`src/rtl/ibex_alu_arbiter.sv`:
```
// ibex_alu_arbiter: shares one combinational ibex_alu between NUM_REQ requesters.
// Round-robin arbitration latches the winner's operator/operands and drives them to
// the ALU. The ALU result is registered and returned on a valid/ready response
// channel that carries the requester id.
// Optional feature macro: IBEX_ALU_ARB_B2B_EN. When it is defined, a new request
// can be arbitrated in the same cycle as the response handshake.
module ibex_alu_arbiter #(
  parameter int NUM_REQ = 2,
  localparam int ID_W   = (NUM_REQ > 1) ? $clog2(NUM_REQ) : 1
) (
  input  logic                  clk_i,
  input  logic                  rst_i,
  input  logic [NUM_REQ-1:0]    req_valid_i,
  output logic [NUM_REQ-1:0]    req_ready_o,
  input  logic [NUM_REQ*7-1:0]  req_operator_i,
  input  logic [NUM_REQ*32-1:0] req_operand_a_i,
  input  logic [NUM_REQ*32-1:0] req_operand_b_i,
  output logic                  resp_valid_o,
  input  logic                  resp_ready_i,
  output logic [ID_W-1:0]       resp_id_o,
  output logic [31:0]           resp_result_o,
  output logic                  resp_cmp_o,
  output logic [6:0]            alu_operator_o,
  output logic [31:0]           alu_operand_a_o,
  output logic [31:0]           alu_operand_b_o,
  input  logic [31:0]           alu_result_i,
  input  logic                  alu_cmp_result_i
);

  typedef enum logic [1:0] {
    IDLE = 2'd0,
    EXEC = 2'd1,
    RESP = 2'd2
  } state_e;

  state_e           state;
  state_e           state_next;
  logic [ID_W-1:0]  rr_ptr;
  logic [6:0]       op_q;
  logic [31:0]      operand_a_q;
  logic [31:0]      operand_b_q;
  logic [ID_W-1:0]  id_q;
  logic [31:0]      result_q;
  logic             cmp_q;

  logic [ID_W-1:0]  cand;
  logic [ID_W-1:0]  winner;
  logic [ID_W-1:0]  ptr_next;
  logic             found;
  logic             arb_en;
  logic             grant;
  logic [6:0]       win_op;
  logic [31:0]      win_a;
  logic [31:0]      win_b;

  // Arbitration is allowed in IDLE and, with back-to-back enabled, during the
  // response handshake. It is never allowed while reset is asserted.
`ifdef IBEX_ALU_ARB_B2B_EN
  assign arb_en = !rst_i && ((state == IDLE) || ((state == RESP) && resp_ready_i));
`else
  assign arb_en = !rst_i && (state == IDLE);
`endif

  assign grant = arb_en && found;

  // Round-robin search: the first valid request at or after rr_ptr (wrapping) wins.
  always_comb begin
    found    = 1'b0;
    winner   = '0;
    cand     = '0;
    for (int i = 0; i < NUM_REQ; i++) begin
      cand = ID_W'((int'(rr_ptr) + i) % NUM_REQ);
      if (!found && req_valid_i[cand]) begin
        found  = 1'b1;
        winner = cand;
      end else begin
        found  = found;
      end
    end
    ptr_next = ID_W'((int'(winner) + 1) % NUM_REQ);
    win_op   = req_operator_i[int'(winner)*7 +: 7];
    win_a    = req_operand_a_i[int'(winner)*32 +: 32];
    win_b    = req_operand_b_i[int'(winner)*32 +: 32];
  end

  // Only the granted requester sees ready; the grant is one-hot or zero.
  always_comb begin
    req_ready_o = '0;
    if (grant) begin
      req_ready_o[winner] = 1'b1;
    end else begin
      req_ready_o = '0;
    end
  end

  // Next-state logic for the IDLE -> EXEC -> RESP sequence.
  always_comb begin
    state_next = state;
    case (state)
      IDLE: begin
        if (grant) state_next = EXEC;
        else       state_next = IDLE;
      end
      EXEC: state_next = RESP;
      RESP: begin
        if (!resp_ready_i) state_next = RESP;
        else if (grant)    state_next = EXEC;
        else               state_next = IDLE;
      end
      default: state_next = IDLE;
    endcase
  end

  // State register, request payload latch, and ALU result capture.
  always_ff @(posedge clk_i) begin
    if (rst_i) begin
      state       <= IDLE;
      rr_ptr      <= '0;
      op_q        <= 7'd0;
      operand_a_q <= 32'd0;
      operand_b_q <= 32'd0;
      id_q        <= '0;
      result_q    <= 32'd0;
      cmp_q       <= 1'b0;
    end else begin
      state <= state_next;
      if (grant) begin
        op_q        <= win_op;
        operand_a_q <= win_a;
        operand_b_q <= win_b;
        id_q        <= winner;
        rr_ptr      <= ptr_next;
      end
      if (state == EXEC) begin
        result_q <= alu_result_i;
        cmp_q    <= alu_cmp_result_i;
      end
    end
  end

  // The ALU is always driven from the latched registers, in every state.
  assign alu_operator_o  = op_q;
  assign alu_operand_a_o = operand_a_q;
  assign alu_operand_b_o = operand_b_q;

  assign resp_valid_o  = (state == RESP);
  assign resp_id_o     = id_q;
  assign resp_result_o = result_q;
  assign resp_cmp_o    = cmp_q;

endmodule

```
`config.mk`:
```
export PLATFORM = sky130hd
export DESIGN_NAME = ibex_alu_arbiter
export DESIGN_NICKNAME = d
export VERILOG_FILES = /design/src/rtl/ibex_alu_arbiter.sv
export SDC_FILE = /design/constraint.sdc
export NUM_CORES = 1
export LEC_CHECK = 0
export CAP_MARGIN = 20
export CORE_AREA = 2 2 111 113
export DETAILED_ROUTE_END_ITERATION = 7
export DIE_AREA = 0 0 113 115
export HOLD_SLACK_MARGIN = 0.12
export PLACE_DENSITY_LB_ADDON = 0.05
export REMOVE_ABC_BUFFERS = 1
export SETUP_SLACK_MARGIN = 0.02
export SLEW_MARGIN = 20
export SYNTH_ARGS = -nofsm -noshare
export SYNTH_HDL_FRONTEND = slang
export SYNTH_SLANG_ARGS = --single-unit
```
`constraint.sdc`:
```
create_clock -name clk_i -period 4.1 [get_ports clk_i]
set_input_delay 0.41 -clock clk_i [delete_from_list [all_inputs] [get_ports clk_i]]
set_output_delay 0.41 -clock clk_i [all_outputs]
set_load 0.05 [all_outputs]
```
==> metrics.cfg <==
[status]
status=finished with violations
failed_checks=DRC

[worst_setup_path]
startpoint_type=input pin
timing.rr.start=state[1]
critical_path.reg2reg.endpoint=alu_operand_a_o[14]
timing.critical_path.arrival_ns=2.43
cp.required_ns=3.69
crit_type=in -> out
r2r_slack_ns=1.71
largest_driver_fanout_on_the_critical_path=35
worstSetupEndpointType=output port
timing.reg2reg.worst_path_depth=5

[placed_design]
gpl.final_weighted_congestion=0.796
io_buffer_count=287
pre_cts_slack_ns=1.28
detailed_place_hpwl_um=11000

[clocking]
insertion_delay_of_the_later_clocked_pin_in_the_worst_skew_pair_ns=0.35
post_cts_buffers=0
cts_root_buffer=sky130_fd_sc_hd__clkbuf_16
count_of_h_tree_levels_built_during_cts=3
cts_tree=yes
clock_slew_at_reported_path_ffs_ns=0.07
number_of_buffers_inserted_for_hold_repair_after_clock_tree_synthesis=0
cts_buffers=9
cts_buffer_depth=2
clkSinkCount=108
ctsResizeCount=0

[timing]
skew_ns=0.0113
setup_tns_ns=0
fmax_ghz=0.352
period_needed_ns=2.84
timing.final.crit_share_pct=69.4
worst_slew_pin_slew_ns=0.927
setup-violations-final=0
setup_ws_ns=1.26
grt_setup_unrepaired=false
final_max_slew_viol_count=0
timing.max_slew.rel_slack_pct=38.1
hold_viol=0

[synthesis]
number_of_synthesized_register_bits=108
synth_area_per_cell_um2=8.76
synth_cell_type_count=17
yosys-top-cells-area=sky130_fd_sc_hd__dfxtp_1 (51%), sky130_fd_sc_hd__a221o_1 (17%), sky130_fd_sc_hd__nand2_1 (12%)
yosys_warnings=0
syn-instance-count=488
postSynth.asyncResetShare_pct=0
synth-main-ff-cell=sky130_fd_sc_hd__dfxtp_1
syn-cell-area_um2=4270
synth_enable_flop_cells=0
share_of_the_yosys_chip_area_belonging_to_registers_pct=50.6
yosysTopAreaCell=sky130_fd_sc_hd__dfxtp_1
synthDominantCellAreaShare_pct=50.6

[hold_path]
holdPathEnd=resp_result_o[26]
holdPathStages=2
hp-start=resp_result_o[26]
worst_hold_path_type=reg -> reg

[final_layout]
antenna_cells_inserted=0
final_stage_net_count=925
layout-area-overhead-vs-synth_pct=75.5
ratio_of_cells_with_drive_above_1_in_the_final_layout_pct=4.40

[job]
maxCapViolCount=0

[pwr]
power.total_w=0.00310
cellLeakagePower_nw=2.79
ir_drop_uv=180
powerDensity_nw_per_um2=413

[detailed_routing]
routed_wire_length_per_instance_um=17.3
viasPerCell=5.19
first_iteration_detailed_routing_drc_count=261
sum_of_routed_wire_length_over_all_layers_um=15600
vias=4659
drc=17
dr.pass1.iters=6
final_antenna_violating_net_count=0

[grt]
first_pass_grt_wire_length_um=23600
first_global_vias=4562
grt_antenna_before_repair=0
grt_max_degree=66
gr-total-overflow=0
grt_total_usage_pct=22.9

[floorplan]
die_area_um2=13000
pin_count=288
initial_utilization_pct=36.2
die-height_um=115
die_w_um=113
area_of_the_core_um2=11800
floorplan.rows=40

metal layers:
| metal | routed length [µm] | vias up | global-route usage [%] |
|---|---|---|---|
| met5 | 0 | - | 0 |
| met4 | 451 | 0 | 9.67 |
| met3 | 1420 | 31 | 7.12 |
| met2 | 7490 | 205 | 38.7 |
| met1 | 6190 | 2154 | 27.0 |
| li1 | - | 2269 | - |
cell usage in the layout (no fill, tap or decap), types with 2 or more instances in the layout:
master | Yosys | layout
sky130_fd_sc_hd__nor3_1 | 71 | 71
sky130_fd_sc_hd__a21oi_1 | 36 | 35
sky130_fd_sc_hd__dfxtp_1 | 108 | 108
sky130_fd_sc_hd__clkdlybuf4s50_1 | 0 | 284
sky130_fd_sc_hd__clkbuf_8 | 0 | 2
sky130_fd_sc_hd__buf_12 | 0 | 2
sky130_fd_sc_hd__buf_4 | 0 | 9
sky130_fd_sc_hd__a221o_1 | 71 | 71
sky130_fd_sc_hd__nor2_1 | 2 | 2
sky130_fd_sc_hd__clkbuf_16 | 0 | 9
sky130_fd_sc_hd__nor2b_4 | 0 | 2
sky130_fd_sc_hd__clkinv_2 | 0 | 2
sky130_fd_sc_hd__nand2_1 | 138 | 138
sequential cells by signal, indices dropped and copies added, names as in the netlist:
signal           count
alu_operand_a_o     32
alu_operand_b_o     32
alu_operator_o       7
resp_cmp_o           1
resp_id_o            1
resp_result_o       32
rr_ptr               1
state                2
through the flow:
| step | instances | cell area (µm²) | util, % | hold slack, ns |
|---|---|---|---|---|
| 3_3_place_gp | 881 | 7190 | 60.8 | 0.442 |
| 4_1_cts | 897 | 7500 | 63.5 | 0.456 |
| 2_1_floorplan | 438 | 4030 | - | 0.479 |
| 6_report | 897 | 7500 | 63.5 | 0.455 |
| 5_1_grt | 897 | 7500 | 63.5 | 0.475 |
| 3_5_place_dp | 881 | 7190 | 60.9 | 0.446 |
cell type report:
cell class | instances | area, µm²
Sequential cell | 108 | 2160
Clock buffer | 12 | 256
Inverter | 1 | 3.75
Multi-Input combinational cell | 329 | 1890
Clock inverter | 4 | 47.5
Tap cell | 147 | 184
Fill cell | 1048 | 4310
Timing Repair Buffer | 296 | 2960
kinds of logic after synthesis:
| logic type | after synthesis | synth area share [%] |
|---|---|---|
| compound gates | 110 | 21.7 |
| buf+inv | 51 | 5.89 |
| flops | 108 | 50.6 |
| simple gates | 219 | 21.8 |
worst max-delay path, stage by stage:
cell and delay (ns):
sky130_fd_sc_hd__clkdlybuf4s50_1 0.41, sky130_fd_sc_hd__or3_2 0.76, sky130_fd_sc_hd__a211oi_4 0.35, sky130_fd_sc_hd__buf_4 0.31, sky130_fd_sc_hd__buf_12 0.18
synthesized netlist by cell type (2+ instances only):
library cell	number
sky130_fd_sc_hd__clkbuf_1	42
sky130_fd_sc_hd__nand2_1	138
sky130_fd_sc_hd__nor3_1	71
sky130_fd_sc_hd__dfxtp_1	108
sky130_fd_sc_hd__a221o_1	71
sky130_fd_sc_hd__nor2_1	2
sky130_fd_sc_hd__nor2b_1	3
sky130_fd_sc_hd__buf_6	8
sky130_fd_sc_hd__nand2b_1	2
sky130_fd_sc_hd__a21oi_1	36
report_power, final:
part	total (W)	switching [W]	leakage, nW	internal [W]
Combinational	0.00100	0.000590	1.75	0.000410
Sequential	0.00121	0.0000606	0.888	0.00115
Clock	0.000886	0.000381	0.149	0.000506
worst max path at each step:
stage               cells past startpoint            from  slack (ns)              to
floorplan                               3  req_valid_i[0]       -0.15       resp_id_o
global placement                        5           rst_i        1.27  req_ready_o[0]
detailed placement                      5           rst_i        1.28  req_ready_o[0]
CTS                                     5           rst_i        1.25  req_ready_o[0]
global route                            5           rst_i        1.17  req_ready_o[0]
finish                                  5           rst_i        1.26  req_ready_o[0]
Note: power is estimated with default switching activity, not from simulation.
